$ cat src/rtl/rv32_fetch_unit_if.sv
// Fetch-unit bus bundle: instruction-memory request/response, redirect from EX,
// and the valid/ready instruction handoff to decode.
// master = fetch unit side, slave = memory/EX/decode environment side.
interface rv32_fetch_unit_if;
  // instruction memory request channel
  logic        imem_req_valid;
  logic        imem_req_ready;
  logic [31:0] imem_addr;
  // instruction memory response channel (in order, no backpressure)
  logic        imem_resp_valid;
  logic [31:0] imem_resp_data;
  // redirect from EX
  logic        redirect_valid;
  logic [31:0] redirect_pc;
  // decode handoff
  logic        if_valid;
  logic        if_ready;
  logic [31:0] if_pc;
  logic [31:0] if_instr;

  modport master (
    output imem_req_valid, imem_addr, if_valid, if_pc, if_instr,
    input  imem_req_ready, imem_resp_valid, imem_resp_data,
           redirect_valid, redirect_pc, if_ready
  );

  modport slave (
    input  imem_req_valid, imem_addr, if_valid, if_pc, if_instr,
    output imem_req_ready, imem_resp_valid, imem_resp_data,
           redirect_valid, redirect_pc, if_ready
  );
endinterface

$ cat src/rtl/rv32_fetch_unit.sv
// Decoupled RV32 fetch: sequential PC requests, response queue, decode handoff, redirect.
// Latency: a response in cycle N is visible to decode in cycle N+1.
// Backpressure: requests are credit-limited (queue slots + outstanding cap); decode stalls fill the queue.
// Ports: clk, rst (async, active-high), fif (rv32_fetch_unit_if.master): imem request/response,
//        redirect_valid/redirect_pc, if_valid/if_ready/if_pc/if_instr.
module rv32_fetch_unit #(
  parameter logic [31:0] PC_RESET_VALUE  = 32'h0000_0000,
  parameter int          QUEUE_DEPTH     = 4,
  parameter int          MAX_OUTSTANDING = 2
) (
  input  logic              clk,
  input  logic              rst,
  rv32_fetch_unit_if.master fif
);

  localparam int PW = $clog2(QUEUE_DEPTH);
  localparam int CW = PW + 1;
  localparam logic [CW:0]   DEPTH_C = (CW + 1)'(QUEUE_DEPTH);
  localparam logic [CW-1:0] MAX_C   = CW'(MAX_OUTSTANDING);

  logic [31:0]   fetch_pc_q, fetch_pc_d;
  logic [31:0]   resp_pc_q,  resp_pc_d;
  logic [PW-1:0] wr_ptr_q,   wr_ptr_d;
  logic [PW-1:0] rd_ptr_q,   rd_ptr_d;
  logic [CW-1:0] count_q,    count_d;
  logic [CW-1:0] out_q,      out_d;
  logic [CW-1:0] drop_q,     drop_d;

  logic [31:0] pc_mem_q    [QUEUE_DEPTH];
  logic [31:0] instr_mem_q [QUEUE_DEPTH];

  logic [CW:0] credit_use;
  logic        req_vld;
  logic        req_fire;
  logic        resp_ok;
  logic        resp_drop;
  logic        push;
  logic        if_vld;
  logic        pop;

  // Every queued entry and every in-flight request holds one queue slot, so a
  // returning response always finds room.
  assign credit_use = {1'b0, count_q} + {1'b0, out_q};
  assign req_vld    = !rst && !fif.redirect_valid &&
                      (credit_use < DEPTH_C) && (out_q < MAX_C);
  assign req_fire   = req_vld && fif.imem_req_ready;

  // A response with nothing outstanding is spurious (e.g. answers a request
  // issued before reset) and is ignored entirely.
  assign resp_ok    = fif.imem_resp_valid && (out_q != '0);
  assign resp_drop  = resp_ok && (drop_q != '0);
  assign push       = resp_ok && (drop_q == '0) && !fif.redirect_valid;

  assign if_vld     = (count_q != '0) && !fif.redirect_valid;
  assign pop        = if_vld && fif.if_ready;

  always_comb begin
    fetch_pc_d = fetch_pc_q;
    resp_pc_d  = resp_pc_q;
    wr_ptr_d   = wr_ptr_q;
    rd_ptr_d   = rd_ptr_q;
    count_d    = count_q;
    out_d      = out_q;
    drop_d     = drop_q;

    if (fif.redirect_valid) begin
      // Everything still in flight (minus the response landing now, which is
      // simply discarded) belongs to the old path and must be dropped.
      fetch_pc_d = fif.redirect_pc;
      resp_pc_d  = fif.redirect_pc;
      wr_ptr_d   = '0;
      rd_ptr_d   = '0;
      count_d    = '0;
      out_d      = out_q - CW'(resp_ok);
      drop_d     = out_q - CW'(resp_ok);
    end else begin
      if (req_fire) begin
        fetch_pc_d = fetch_pc_q + 32'd4;
      end
      out_d = out_q + CW'(req_fire) - CW'(resp_ok);
      if (resp_drop) begin
        drop_d = drop_q - CW'(1);
      end
      if (push) begin
        wr_ptr_d  = wr_ptr_q + PW'(1);
        resp_pc_d = resp_pc_q + 32'd4;
      end
      if (pop) begin
        rd_ptr_d = rd_ptr_q + PW'(1);
      end
      count_d = count_q + CW'(push) - CW'(pop);
    end
  end

  always_ff @(posedge clk or posedge rst) begin
    if (rst) begin
      fetch_pc_q <= PC_RESET_VALUE;
      resp_pc_q  <= PC_RESET_VALUE;
      wr_ptr_q   <= '0;
      rd_ptr_q   <= '0;
      count_q    <= '0;
      out_q      <= '0;
      drop_q     <= '0;
    end else begin
      fetch_pc_q <= fetch_pc_d;
      resp_pc_q  <= resp_pc_d;
      wr_ptr_q   <= wr_ptr_d;
      rd_ptr_q   <= rd_ptr_d;
      count_q    <= count_d;
      out_q      <= out_d;
      drop_q     <= drop_d;
    end
  end

  // Queue storage needs no reset: it is only observed while count_q != 0.
  always_ff @(posedge clk) begin
    if (push) begin
      pc_mem_q[wr_ptr_q]    <= resp_pc_q;
      instr_mem_q[wr_ptr_q] <= fif.imem_resp_data;
    end
  end

  assign fif.imem_req_valid = req_vld;
  assign fif.imem_addr      = fetch_pc_q;
  assign fif.if_valid       = if_vld;
  // Head outputs read as zero while the queue is empty.
  assign fif.if_pc          = (count_q != '0) ? pc_mem_q[rd_ptr_q]    : 32'h0;
  assign fif.if_instr       = (count_q != '0) ? instr_mem_q[rd_ptr_q] : 32'h0;

endmodule

$ cat src/flat_wrapper.sv
// flat-port wrapper written by rule: the top's interface ports become plain ports
module rv32_fetch_unit_flat 
#(
  parameter logic [31:0] PC_RESET_VALUE  = 32'h0000_0000,
  parameter int          QUEUE_DEPTH     = 4,
  parameter int          MAX_OUTSTANDING = 2
)
  (clk, rst, fif_imem_req_valid, fif_imem_addr, fif_if_valid, fif_if_pc, fif_if_instr, fif_imem_req_ready, fif_imem_resp_valid, fif_imem_resp_data, fif_redirect_valid, fif_redirect_pc, fif_if_ready);
  rv32_fetch_unit_if fif_i ();
  input  logic clk;
  input  logic rst;
  output wire logic [$bits(fif_i.imem_req_valid)-1:0] fif_imem_req_valid;
  output wire logic [$bits(fif_i.imem_addr)-1:0] fif_imem_addr;
  output wire logic [$bits(fif_i.if_valid)-1:0] fif_if_valid;
  output wire logic [$bits(fif_i.if_pc)-1:0] fif_if_pc;
  output wire logic [$bits(fif_i.if_instr)-1:0] fif_if_instr;
  input wire logic [$bits(fif_i.imem_req_ready)-1:0] fif_imem_req_ready;
  input wire logic [$bits(fif_i.imem_resp_valid)-1:0] fif_imem_resp_valid;
  input wire logic [$bits(fif_i.imem_resp_data)-1:0] fif_imem_resp_data;
  input wire logic [$bits(fif_i.redirect_valid)-1:0] fif_redirect_valid;
  input wire logic [$bits(fif_i.redirect_pc)-1:0] fif_redirect_pc;
  input wire logic [$bits(fif_i.if_ready)-1:0] fif_if_ready;
  assign fif_imem_req_valid = fif_i.imem_req_valid;
  assign fif_imem_addr = fif_i.imem_addr;
  assign fif_if_valid = fif_i.if_valid;
  assign fif_if_pc = fif_i.if_pc;
  assign fif_if_instr = fif_i.if_instr;
  assign fif_i.imem_req_ready = fif_imem_req_ready;
  assign fif_i.imem_resp_valid = fif_imem_resp_valid;
  assign fif_i.imem_resp_data = fif_imem_resp_data;
  assign fif_i.redirect_valid = fif_redirect_valid;
  assign fif_i.redirect_pc = fif_redirect_pc;
  assign fif_i.if_ready = fif_if_ready;
  rv32_fetch_unit #(.PC_RESET_VALUE(PC_RESET_VALUE), .QUEUE_DEPTH(QUEUE_DEPTH), .MAX_OUTSTANDING(MAX_OUTSTANDING)) u_core (.clk(clk), .rst(rst), .fif(fif_i));
endmodule
$ cat config.mk
export PLATFORM = sky130hd
export DESIGN_NAME = rv32_fetch_unit_flat
export DESIGN_NICKNAME = d
export VERILOG_FILES = /design/src/rtl/rv32_fetch_unit_if.sv /design/src/rtl/rv32_fetch_unit.sv /design/src/flat_wrapper.sv
export SDC_FILE = /design/constraint.sdc
export NUM_CORES = 1
export LEC_CHECK = 0
export ABC_AREA = 1
export BUFFER_PORTS_ARGS = -buffer_cell sky130_fd_sc_hd__buf_2
export CAP_MARGIN = 20
export CORE_MARGIN = 10
export CORE_UTILIZATION = 50
export CTS_CLUSTER_SIZE = 10
export DETAILED_ROUTE_END_ITERATION = 8
export PLACE_DENSITY = 0.76
export SLEW_MARGIN = 0
export SYNTH_ARGS = -nofsm -noshare
export SYNTH_HDL_FRONTEND = slang
export SYNTH_SLANG_ARGS = --single-unit
$ cat constraint.sdc
create_clock -name clk -period 5.3 [get_ports clk]
set_input_delay 0.265 -clock clk [delete_from_list [all_inputs] [get_ports clk]]
set_output_delay 0.265 -clock clk [all_outputs]
set_load 0.02 [all_outputs]
==> out/qor.yml <==
yosys:
  synth_ff_type: "edfxtp_1"
  synth_cell_types: 41
  avgSynthCellArea_sq_um: 9.75
  syn_area_sq_um: 15200
  synth.yosys.seq_area_share_pct: 63.2
  syn-instance-count: 1561
  synth-edff-count: 256
  ys_ff_latch: 333
  async_flop_share_pct: 23.1
  synth.net_count: 1650
  yosysWarnings: 0
die:
  die_area_sq_um: 37800
  start_util_pct: 50.9
  ioPinCount: 168
  rows: 63
  die_w_microns: 194
  die_h_microns: 194
  coreArea_sq_um: 29900
place:
  port_buffers: 167
  hpwl_microns: 24600
  gp_congestion: 0.925
setup_path:
  cp-start-kind: "register"
  cp_num_buf_inv: 3
  ff2ff_setup_slack_ns: 2.28
  critPathKind: "reg -> out"
  path_depth: 5
  cp_top_family: "buffers and inverters"
  end_kind: "output port"
  r2r.worst_path.cells: 10
  cp.required_ns: 5.04
  worstReg2RegEnd: "u_core.pc_mem_q[1][23]"
  worst_path_largest_cell_delay_ns: 0.76
  endpoint: "fif_if_pc[21]"
  arrival_ns: 3.32
  crit_start: "u_core.rd_ptr_q[0]"
  r2r-start: "u_core.drop_q[0]"
  worstPathCellList: "inv_2 -> buf_4 -> o21ai_0 -> a21oi_1 -> buf_2"
  slowest_stage: "inv_2"
  worstPathMaxFanout: 65
clock_tree:
  cts-root-buf: "clkbuf_16"
  cts_inserted_buffers: 39
  cts_tree: "built"
  ctsResizeCount: 0
  htreeDepth: 2
  clock_latency_ns: 0.53
  clkTransAtPathRegs_ns: 0.05
  cts_buffer_depth: 3
  clkSinkCount: 333
final_layout:
  diodes: 0
  final_cell_mix: "nor2_1 (371), nand2_1 (275), edfxtp_1 (256), buf_2 (167), o21ai_0 (157)"
  nNetsFinal: 1839
  area_growth_pct: 16.9
  drive_above_1_share_pct: 15.1
  final_common_cell: "nor2_1"
sta:
  worst_slew_pin_slew_ns: 1.12
  fin_skew_ns: 0.0157
  setup_tns_ns: 0
  rsz0062_at_grt: "no"
  setup_violations: 0
  max_freq_ghz: 0.279
  report.final.hold_viol_count: 0
  period_share_pct: 67.5
  fin_hold_ws_ns: 0.0232
  slew_headroom_pct: 25.3
  slew_viol_final: 0
  period_needed_ns: 3.58
detailed_routing:
  viasPerCell: 5.43
  wl_microns: 38900
  drc: 0
  wl_per_cell_microns: 18.1
  antenna_left: 0
  dr_total_vias: 11692
  drt_first_pass_iters: 8
  drt_iter0_drc: 1016
global_routing:
  track_usage_pct: 19.9
  grt_pass1_vias: 11792
  grt_max_degree: 102
  grt_remaining_overflow: 0
  antenna_found_initial: 0
  grt_pass1_wl_microns: 61700
pwr:
  leakagePower_nw: 7.18
  p_per_area_nw_per_um2: 450
  worst_ir_drop_vdd_v: 0.000273
status:
  status: "completed"
min_path:
  min_from: "fif_redirect_pc[1]"
  hp-class: "in -> reg"
flow_run:
  cap_violations: 0
==> state kept, by name, summed over array words and instances, names as in the netlist <==
register and flops:
u_core.instr_mem_q 128, u_core.pc_mem_q 128, u_core.fif.imem_addr 32, u_core.resp_pc_q 32
u_core.count_q 3, u_core.drop_q 3, u_core.out_q 3, u_core.rd_ptr_q 2
u_core.wr_ptr_q 2
==> final cells by class <==
class / count / area [sq um]
clock buffer: 52 / 1020
clock inverter: 2 / 32.5
fill: 2412 / 12100
inverter: 99 / 377
multi-input combinational: 1061 / 4940
sequential: 333 / 9620
tap: 390 / 488
timing repair buffer: 216 / 1310
==> metrics by stage <==
stage / area (sq um) / util [%] / power, mW / cells / setup WS [ns]
2_1_floorplan: 15200 / - / 4.91 / 1561 / 0.955
3_3_place_gp: 16400 / 54.7 / 5.66 / 2063 / 2.34
3_5_place_dp: 16400 / 54.7 / 5.72 / 2063 / 2.28
4_1_cts: 17800 / 59.4 / 8.03 / 2151 / 1.75
5_1_grt: 17800 / 59.5 / 8.44 / 2153 / 1.50
6_report: 17800 / 59.5 / 8.00 / 2153 / 1.72
==> where the power goes <==
group          switching (mW)  internal (mW)
registers               0.280           3.07
logic                    1.66          0.693
clock network           0.962           1.34
==> worst min-delay path by stage <==
stage	endpoint	slack (ns)	cells past startpoint
floorplan	u_core.instr_mem_q[0][0]	0.36	0
global placement	u_core.fif.imem_addr[0]	0.45	2
detailed placement	u_core.fif.imem_addr[0]	0.46	2
CTS	u_core.resp_pc_q[1]	0.007	3
global route	u_core.fif.imem_addr[1]	0.03	3
finish	u_core.resp_pc_q[1]	0.02	3
==> cell usage after synthesis (all sizes together) (2+ instances only) <==
cell type  instances  area share (%)
o21bai             7            0.35
edfxtp           256              51
o21ai            159             5.2
clkbuf            36            0.90
nor2             390              10
inv               97             2.4
nor3               3           0.099
buf               32             1.2
dfrtp             77              13
xnor2              4            0.23
nand3b             2           0.099
ha                17             1.4
nand3             56             1.9
a21oi             91             3.0
nand4             11            0.45
clkinv             2           0.057
fa                 2            0.26
o211ai             9            0.48
a31oi              7            0.29
xor2              16            0.92
nand2            282             7.2
==> worst reg2reg max path, cell delays in order (launching register included) <==
cell	delay, ns
dfrtp_1	0.39
inv_1	0.11
ha_1	0.15
inv_1	0.04
nor2_1	0.13
nand2_2	0.14
nor2_2	0.10
buf_4	0.24
inv_1	0.23
nor2_4	0.41
buf_4	0.68
==> routing by layer <==
| metal | vias to the layer above | wire length [microns] | track usage, % |
|---|---|---|---|
| met1 | 5534 | 17000 | 27.0 |
| met2 | 498 | 17900 | 31.7 |
| li1 | 5587 | - | - |
| met3 | 73 | 3350 | 4.28 |
| met5 | - | 0 | 0 |
| met4 | 0 | 709 | 5.68 |
==> kinds of logic after synthesis <==
logic type | count (synthesis) | share of synthesized area, %
adder cells (fa/ha/maj) | 19 | 1.66
multiplexers | 1 | 0.0740
flip-flops | 333 | 63.2
AO/OA/AOI/OAI | 274 | 9.41
buffers and inverters | 167 | 4.58
AND/OR/NAND/NOR | 747 | 19.9
XOR/XNOR | 20 | 1.15
==> timing repair <==
item                      in CTS  in global routing
buffers inserted               0                  0
hold endpoints to repair     130                 20
hold buffers                  34                  1
No activity file was read; power rests on OpenSTA's default activity.
